===== config.mk =====
export PLATFORM = sky130hd
export DESIGN_NAME = vram_sched
export DESIGN_NICKNAME = d
export VERILOG_FILES = /design/src/rtl/vram_sched.sv
export SDC_FILE = /design/constraint.sdc
export NUM_CORES = 1
export LEC_CHECK = 0
export BUFFER_PORTS_ARGS = -buffer_cell sky130_fd_sc_hd__buf_2
export CORE_MARGIN = 2
export CORE_UTILIZATION = 33
export CTS_CLUSTER_DIAMETER = 80
export CTS_CLUSTER_SIZE = 10
export DETAILED_ROUTE_END_ITERATION = 16
export HOLD_SLACK_MARGIN = 0.03
export PLACE_DENSITY = 0.75
export REMOVE_ABC_BUFFERS = 1
export SKIP_LAST_GASP = 1
export SYNTH_ARGS = -nofsm -noshare
export SYNTH_HDL_FRONTEND = slang
export SYNTH_SLANG_ARGS = --single-unit

===== constraint.sdc =====
create_clock -name clk28 -period 5.37 [get_ports clk28]
set_input_delay 0.2685 -clock clk28 [delete_from_list [all_inputs] [get_ports clk28]]
set_output_delay 0.2685 -clock clk28 [all_outputs]
set_load 0.03 [all_outputs]

===== src/rtl/vram_sched.sv =====
// vram_sched: arbitrates screen fetch, CPU, ULA+ palette writes and an optional DMA port
// onto the external video/main SRAM, running each grant as a fixed ADDR/STRB/END cycle.
// Optional DMA port: define VRAM_SCHED_DMA_EN to enable it (disabled by default).
module vram_sched #(
  parameter int unsigned AGE_MAX = 7
) (
  input  logic        clk28,
  input  logic        usrrst_n,
  input  logic        scr_req,
  input  logic [18:0] scr_addr,
  output logic        scr_ack,
  input  logic        cpu_req,
  input  logic        cpu_we,
  input  logic [18:0] cpu_addr,
  input  logic [7:0]  cpu_wdata,
  output logic        cpu_ack,
  input  logic        up_req,
  input  logic [18:0] up_addr,
  input  logic [7:0]  up_wdata,
  output logic        up_ack,
  input  logic        dma_req,
  input  logic        dma_we,
  input  logic [18:0] dma_addr,
  input  logic [7:0]  dma_wdata,
  output logic        dma_ack,
  output logic [7:0]  rdata,
  output logic [18:0] va,
  input  logic [7:0]  vd_in,
  output logic [7:0]  vd_out,
  output logic        vd_oe,
  output logic        n_vrd,
  output logic        n_vwr,
  output logic [1:0]  grant,
  output logic        busy
);

  typedef enum logic [1:0] {StIdle, StAddr, StStrb, StEnd} state_e;

  localparam logic [1:0] OwnScr = 2'd0;
  localparam logic [1:0] OwnCpu = 2'd1;
  localparam logic [1:0] OwnUp  = 2'd2;
  localparam logic [1:0] OwnDma = 2'd3;
  localparam logic [2:0] AgeMax = 3'(AGE_MAX);

  state_e      state;
  logic        we_q;
  logic [2:0]  age_up;
  logic        arb_ok;
  logic        el_scr, el_cpu, el_up, el_dma;
  logic        win_vld;
  logic [1:0]  win;
  logic [18:0] sel_addr;
  logic        sel_we;
  logic [7:0]  sel_wdata;

`ifdef VRAM_SCHED_DMA_EN
  logic [2:0] age_dma;
`else
  logic unused_dma;
  assign unused_dma = ^{dma_req, dma_we, dma_addr, dma_wdata, OwnDma};
  assign dma_ack    = 1'b0;
`endif

  // Eligibility and fixed priority with age promotion; the just-acked owner sits out in END
  always_comb begin
    arb_ok  = (state == StIdle) || (state == StEnd);
    el_scr  = scr_req && !((state == StEnd) && (grant == OwnScr));
    el_cpu  = cpu_req && !((state == StEnd) && (grant == OwnCpu));
    el_up   = up_req  && !((state == StEnd) && (grant == OwnUp));
`ifdef VRAM_SCHED_DMA_EN
    el_dma  = dma_req && !((state == StEnd) && (grant == OwnDma));
`else
    el_dma  = 1'b0;
`endif
    win_vld = 1'b1;
    win     = OwnScr;
    if (el_scr)                            win = OwnScr;
    else if (el_up && (age_up == AgeMax))  win = OwnUp;
`ifdef VRAM_SCHED_DMA_EN
    else if (el_dma && (age_dma == AgeMax)) win = OwnDma;
`endif
    else if (el_cpu)                       win = OwnCpu;
    else if (el_up)                        win = OwnUp;
`ifdef VRAM_SCHED_DMA_EN
    else if (el_dma)                       win = OwnDma;
`endif
    else                                   win_vld = 1'b0;
  end

  // Route the winner's address and write data
  always_comb begin
    sel_addr  = cpu_addr;
    sel_we    = cpu_we;
    sel_wdata = cpu_wdata;
    case (win)
      OwnScr: begin
        sel_addr = scr_addr;
        sel_we   = 1'b0;
      end
      OwnUp: begin
        sel_addr  = up_addr;
        sel_we    = 1'b1;
        sel_wdata = up_wdata;
      end
`ifdef VRAM_SCHED_DMA_EN
      OwnDma: begin
        sel_addr  = dma_addr;
        sel_we    = dma_we;
        sel_wdata = dma_wdata;
      end
`endif
      default: ;
    endcase
  end

  // Age counters: count lost grants while pending, clear on own grant or withdrawn request
  always_ff @(posedge clk28 or negedge usrrst_n) begin
    if (!usrrst_n) begin
      age_up <= 3'd0;
    end else if (!up_req) begin
      age_up <= 3'd0;
    end else if (arb_ok && win_vld) begin
      if (win == OwnUp)                  age_up <= 3'd0;
      else if (el_up && age_up != AgeMax) age_up <= age_up + 3'd1;
    end
  end

`ifdef VRAM_SCHED_DMA_EN
  // DMA age counter, same rules as the ULA+ one
  always_ff @(posedge clk28 or negedge usrrst_n) begin
    if (!usrrst_n) begin
      age_dma <= 3'd0;
    end else if (!dma_req) begin
      age_dma <= 3'd0;
    end else if (arb_ok && win_vld) begin
      if (win == OwnDma)                    age_dma <= 3'd0;
      else if (el_dma && age_dma != AgeMax) age_dma <= age_dma + 3'd1;
    end
  end
`endif

  // SRAM cycle sequencer with registered pins, strobes and acks
  always_ff @(posedge clk28 or negedge usrrst_n) begin
    if (!usrrst_n) begin
      state   <= StIdle;
      we_q    <= 1'b0;
      va      <= '0;
      vd_out  <= '0;
      vd_oe   <= 1'b0;
      n_vrd   <= 1'b1;
      n_vwr   <= 1'b1;
      rdata   <= '0;
      grant   <= OwnScr;
      busy    <= 1'b0;
      scr_ack <= 1'b0;
      cpu_ack <= 1'b0;
      up_ack  <= 1'b0;
`ifdef VRAM_SCHED_DMA_EN
      dma_ack <= 1'b0;
`endif
    end else begin
      scr_ack <= 1'b0;
      cpu_ack <= 1'b0;
      up_ack  <= 1'b0;
`ifdef VRAM_SCHED_DMA_EN
      dma_ack <= 1'b0;
`endif
      unique case (state)
        StIdle, StEnd: begin
          if (win_vld) begin
            state <= StAddr;
            grant <= win;
            busy  <= 1'b1;
            va    <= sel_addr;
            we_q  <= sel_we;
            vd_oe <= sel_we;
            if (sel_we) vd_out <= sel_wdata;
          end else begin
            state <= StIdle;
            busy  <= 1'b0;
            vd_oe <= 1'b0;
          end
        end
        StAddr: begin
          state <= StStrb;
          n_vrd <= we_q;
          n_vwr <= !we_q;
        end
        StStrb: begin
          state   <= StEnd;
          n_vrd   <= 1'b1;
          n_vwr   <= 1'b1;
          if (!we_q) rdata <= vd_in;
          scr_ack <= (grant == OwnScr);
          cpu_ack <= (grant == OwnCpu);
          up_ack  <= (grant == OwnUp);
`ifdef VRAM_SCHED_DMA_EN
          dma_ack <= (grant == OwnDma);
`endif
        end
      endcase
    end
  end

endmodule


==> impl_metrics.csv <==
group,metric,value,unit
sta,fin_crit_sh,47.6,%
finish,drive_gt1_share,51.9,%
setup_path,critPathTopFamily,"compound AO/OA/AOI/OAI gates",
finish,fill_cells,766,
finish,seq_area,1250,µm²
finish,multi_input_area,1240,µm²
synthesis,synth_edf_count,0,
clock_network,clock-root-buffer,"clkbuf_8",
route,ant_nets,0,
run,cap_viol_max_count,0,
sta,fin_crit,2.55,ns
synthesis,netlist_area,2650,µm²
sta,fmax,391,MHz
placement,hpwl,4.49,mm
clock_network,clk_path_buf_depth,2,
route,avgRoutedWirePerCell,13.3,µm
clock_network,numCtsBuffers,5,
clock_network,ctsResizeCount,0,
sta,holdWs,0.0662,ns
floorplan,dieWidth,93.6,µm
clock_network,clock-sinks,50,
synthesis,syn_area_per_cell,11.3,µm²
placement,dpl.cell_count,454,
clock_network,cts_tree,"built",
synthesis,syn_inst,235,
grt,grt.total_usage,14.0,%
floorplan,core,7770,µm²
clock_network,clk_latency,0.30,ns
sta,slew_headroom,22.4,%
setup_path,critPathLaunchType,"register",
power,powerDensity,647,nW/µm²
finish,area_growth,29.6,%
sta,tns,0,ns
setup_path,crit_slowest_cell,"o21ai_2",
finish,n_antenna_cell,0,
grt,grt_overflow_total,0,
power,leakagePower,1.65,nW
floorplan,num_rows,32,
status,status,"complete, no violations",
synthesis,ys_types,49,
hold_path,hold_class,"in2async",
route,vias,2261,
clock_network,cts-htree-levels,2,
setup_path,r2r_start,"age_up[0]$_DFFE_PN0P_",
setup_path,cp_cell_sequence,"ha_1 -> ha_1 -> inv_1 -> a211oi_2 -> o21ai_2 -> o22ai_1 -> o31ai_1",
setup_path,critPathKind,"reg2reg",
sta,rsz0062_at_grt,"no",
setup_path,cp.required,5.58,ns
finish,stdcell_count,462,
sta,fin_worst_skew,0.00712,ns
sta,finalMaxSlewViolations,0,
grt,grt_pass1_vias,2107,
finish,nets,479,
grt,grt_first_pass_wirelength,9.76,mm
placement,portBuffers,130,
setup_path,cpPeakStageDelay,0.92,ns
setup_path,critPathArrivalTime,2.76,ns
placement,dpl_cell_area,3320,µm²
setup_path,rr_endpoint,"va[14]$_DFFE_PN0P_",
synthesis,async_flop_share,100,%
finish,final_area,3430,µm²
sta,setup_slack,2.82,ns
floorplan,io_pins,161,
setup_path,r2r_slack,2.82,ns
setup_path,worst_setup_path_end_kind,"register",
setup_path,path_buf_inv,1,
synthesis,synth_flop_cell,"dfrtp_1",
synthesis,synth-seq-cells,50,
route,firstDrtPassIters,4,
route,routed_wirelength,6.16,mm
sta,worstMarginPinSlew,1.16,ns
clock_network,clkTransAtPathRegs,0.09,ns
power,power,2.22,mW
floorplan,initial_core_util,34.1,%
setup_path,cp_max_fo,22,
synthesis,ys_warn_count,0,
setup_path,crit_top_cell,"ha_1",
finish,final_util,44.2,%
placement,dp_slack,2.78,ns
floorplan,fp.dieH,93.6,µm
placement,gp_congestion,0.825,
floorplan,fp.dieArea,8760,µm²
route,viasPerCell,4.89,
synthesis,yosysSeqAreaShare,47.3,%
grt,antenna_found_initial,0,
clock_network,postCtsSetupRepairBufs,0,
power,peakVddDrop,0.202,mV
sta,setup_viol,0,
clock_network,cts_hold_buf,0,
sta,hold_violations,0,
route,dr.first_iter.drc_count,55,
setup_path,r2r_cells,7,
grt,grt_max_degree,51,
route,drc_errors,0,
kinds of logic after synthesis:
family,share of synthesized area (%)
AOI/OAI and AO/OA,24.5
adders and majority gates,1.89
buffers and inverters,5.76
DFF,47.3
muxes,4.20
other,0.142
and+or+nand+nor,16.2
cell usage in the layout, fill, tap and decap left out, types with 2 or more instances in the layout:
master and n:
nor2b_1 18, a21o_1 2, ha_1 4, dfrtp_1 48
nand2b_1 2, clkbuf_8 5, inv_1 8, nand4_1 2
o31ai_2 10, dfstp_2 2, o31ai_1 9, o21ai_0 4
o221a_2 5, nor3_1 4, nand2_1 28, o21ai_2 2
buf_4 2, o22ai_2 10, mux2_2 9, or2_1 8
clkinvlp_4 2, o221a_1 3, nand3_1 4, o22ai_1 9
nor2_1 5, a21oi_1 3, buf_2 130, nand3b_1 2
layout make-up:
type                            count  share of cell area (%)
Multi-Input combinational cell    162                    36.2
Clock inverter                      3                    1.31
Tap cell                          102                    3.72
Clock buffer                        5                    2.00
Sequential cell                    50                    36.5
Inverter                            8                   0.874
Timing Repair Buffer              132                    19.4
worst max-delay path by stage:
| stage | start | endpoint | slack [ns] | cells past startpoint |
|---|---|---|---|---|
| finish | age_up[0]$_DFFE_PN0P_ | va[14]$_DFFE_PN0P_ | 2.82 | 7 |
| global route | age_up[0]$_DFFE_PN0P_ | va[14]$_DFFE_PN0P_ | 2.54 | 7 |
| CTS | age_up[0]$_DFFE_PN0P_ | va[14]$_DFFE_PN0P_ | 2.76 | 7 |
| global placement | age_up[0]$_DFFE_PN0P_ | va[14]$_DFFE_PN0P_ | 2.88 | 7 |
| floorplan | grant[0]$_DFFE_PN0P_ | grant[0]$_DFFE_PN0P_ | 3.20 | 4 |
| detailed placement | age_up[0]$_DFFE_PN0P_ | va[14]$_DFFE_PN0P_ | 2.78 | 7 |
where the power goes:
group	internal (mW)	switching, mW	total [mW]	leakage, nW
logic	0.470	0.820	1.29	0.997
clock network	0.139	0.128	0.266	0.0504
registers	0.566	0.0974	0.664	0.601
total	1.18	1.05	2.22	1.65
synth_stat cells, types with 2 or more instances:
cell type | n | share of area (%)
a21o_1 | 2 | 0.57
mux2_2 | 9 | 3.8
ha_1 | 4 | 1.9
dfstp_2 | 2 | 2.0
clkbuf_1 | 3 | 0.42
o221a_1 | 3 | 1.3
nand3_1 | 4 | 0.76
buf_6 | 5 | 2.1
nor2b_1 | 18 | 4.2
o21ai_0 | 4 | 0.76
buf_4 | 4 | 1.1
o22ai_2 | 10 | 4.7
nor3_1 | 4 | 0.76
o21ai_2 | 2 | 0.66
dfrtp_1 | 48 | 45
or2_1 | 8 | 1.9
nand4_1 | 2 | 0.47
o22ai_1 | 9 | 2.1
o221a_2 | 5 | 2.1
nor2_1 | 5 | 0.71
nand2b_1 | 2 | 0.47
inv_1 | 8 | 1.1
a21oi_1 | 3 | 0.57
nand3b_1 | 2 | 0.57
o31ai_1 | 9 | 2.5
o31ai_2 | 10 | 4.7
nand2_1 | 28 | 4.0
layer usage:
layer / global-route usage [%] / vias up / part of all wire (%)
li1: - / 1104 / -
met1: 17.2 / 1055 / 44
met2: 24.5 / 96 / 49
met3: 3.71 / 6 / 6.5
met4: 3.74 / 0 / 0.97
met5: 0 / - / 0
registers in the layout (all words and copies together) (netlist names), 2 cells and up:
| register | count |
|---|---|
| vd_out | 8 |
| grant | 2 |
| age_up | 3 |
| rdata | 8 |
| va | 19 |
| state | 2 |
Note: power is estimated with default switching activity, not from simulation.
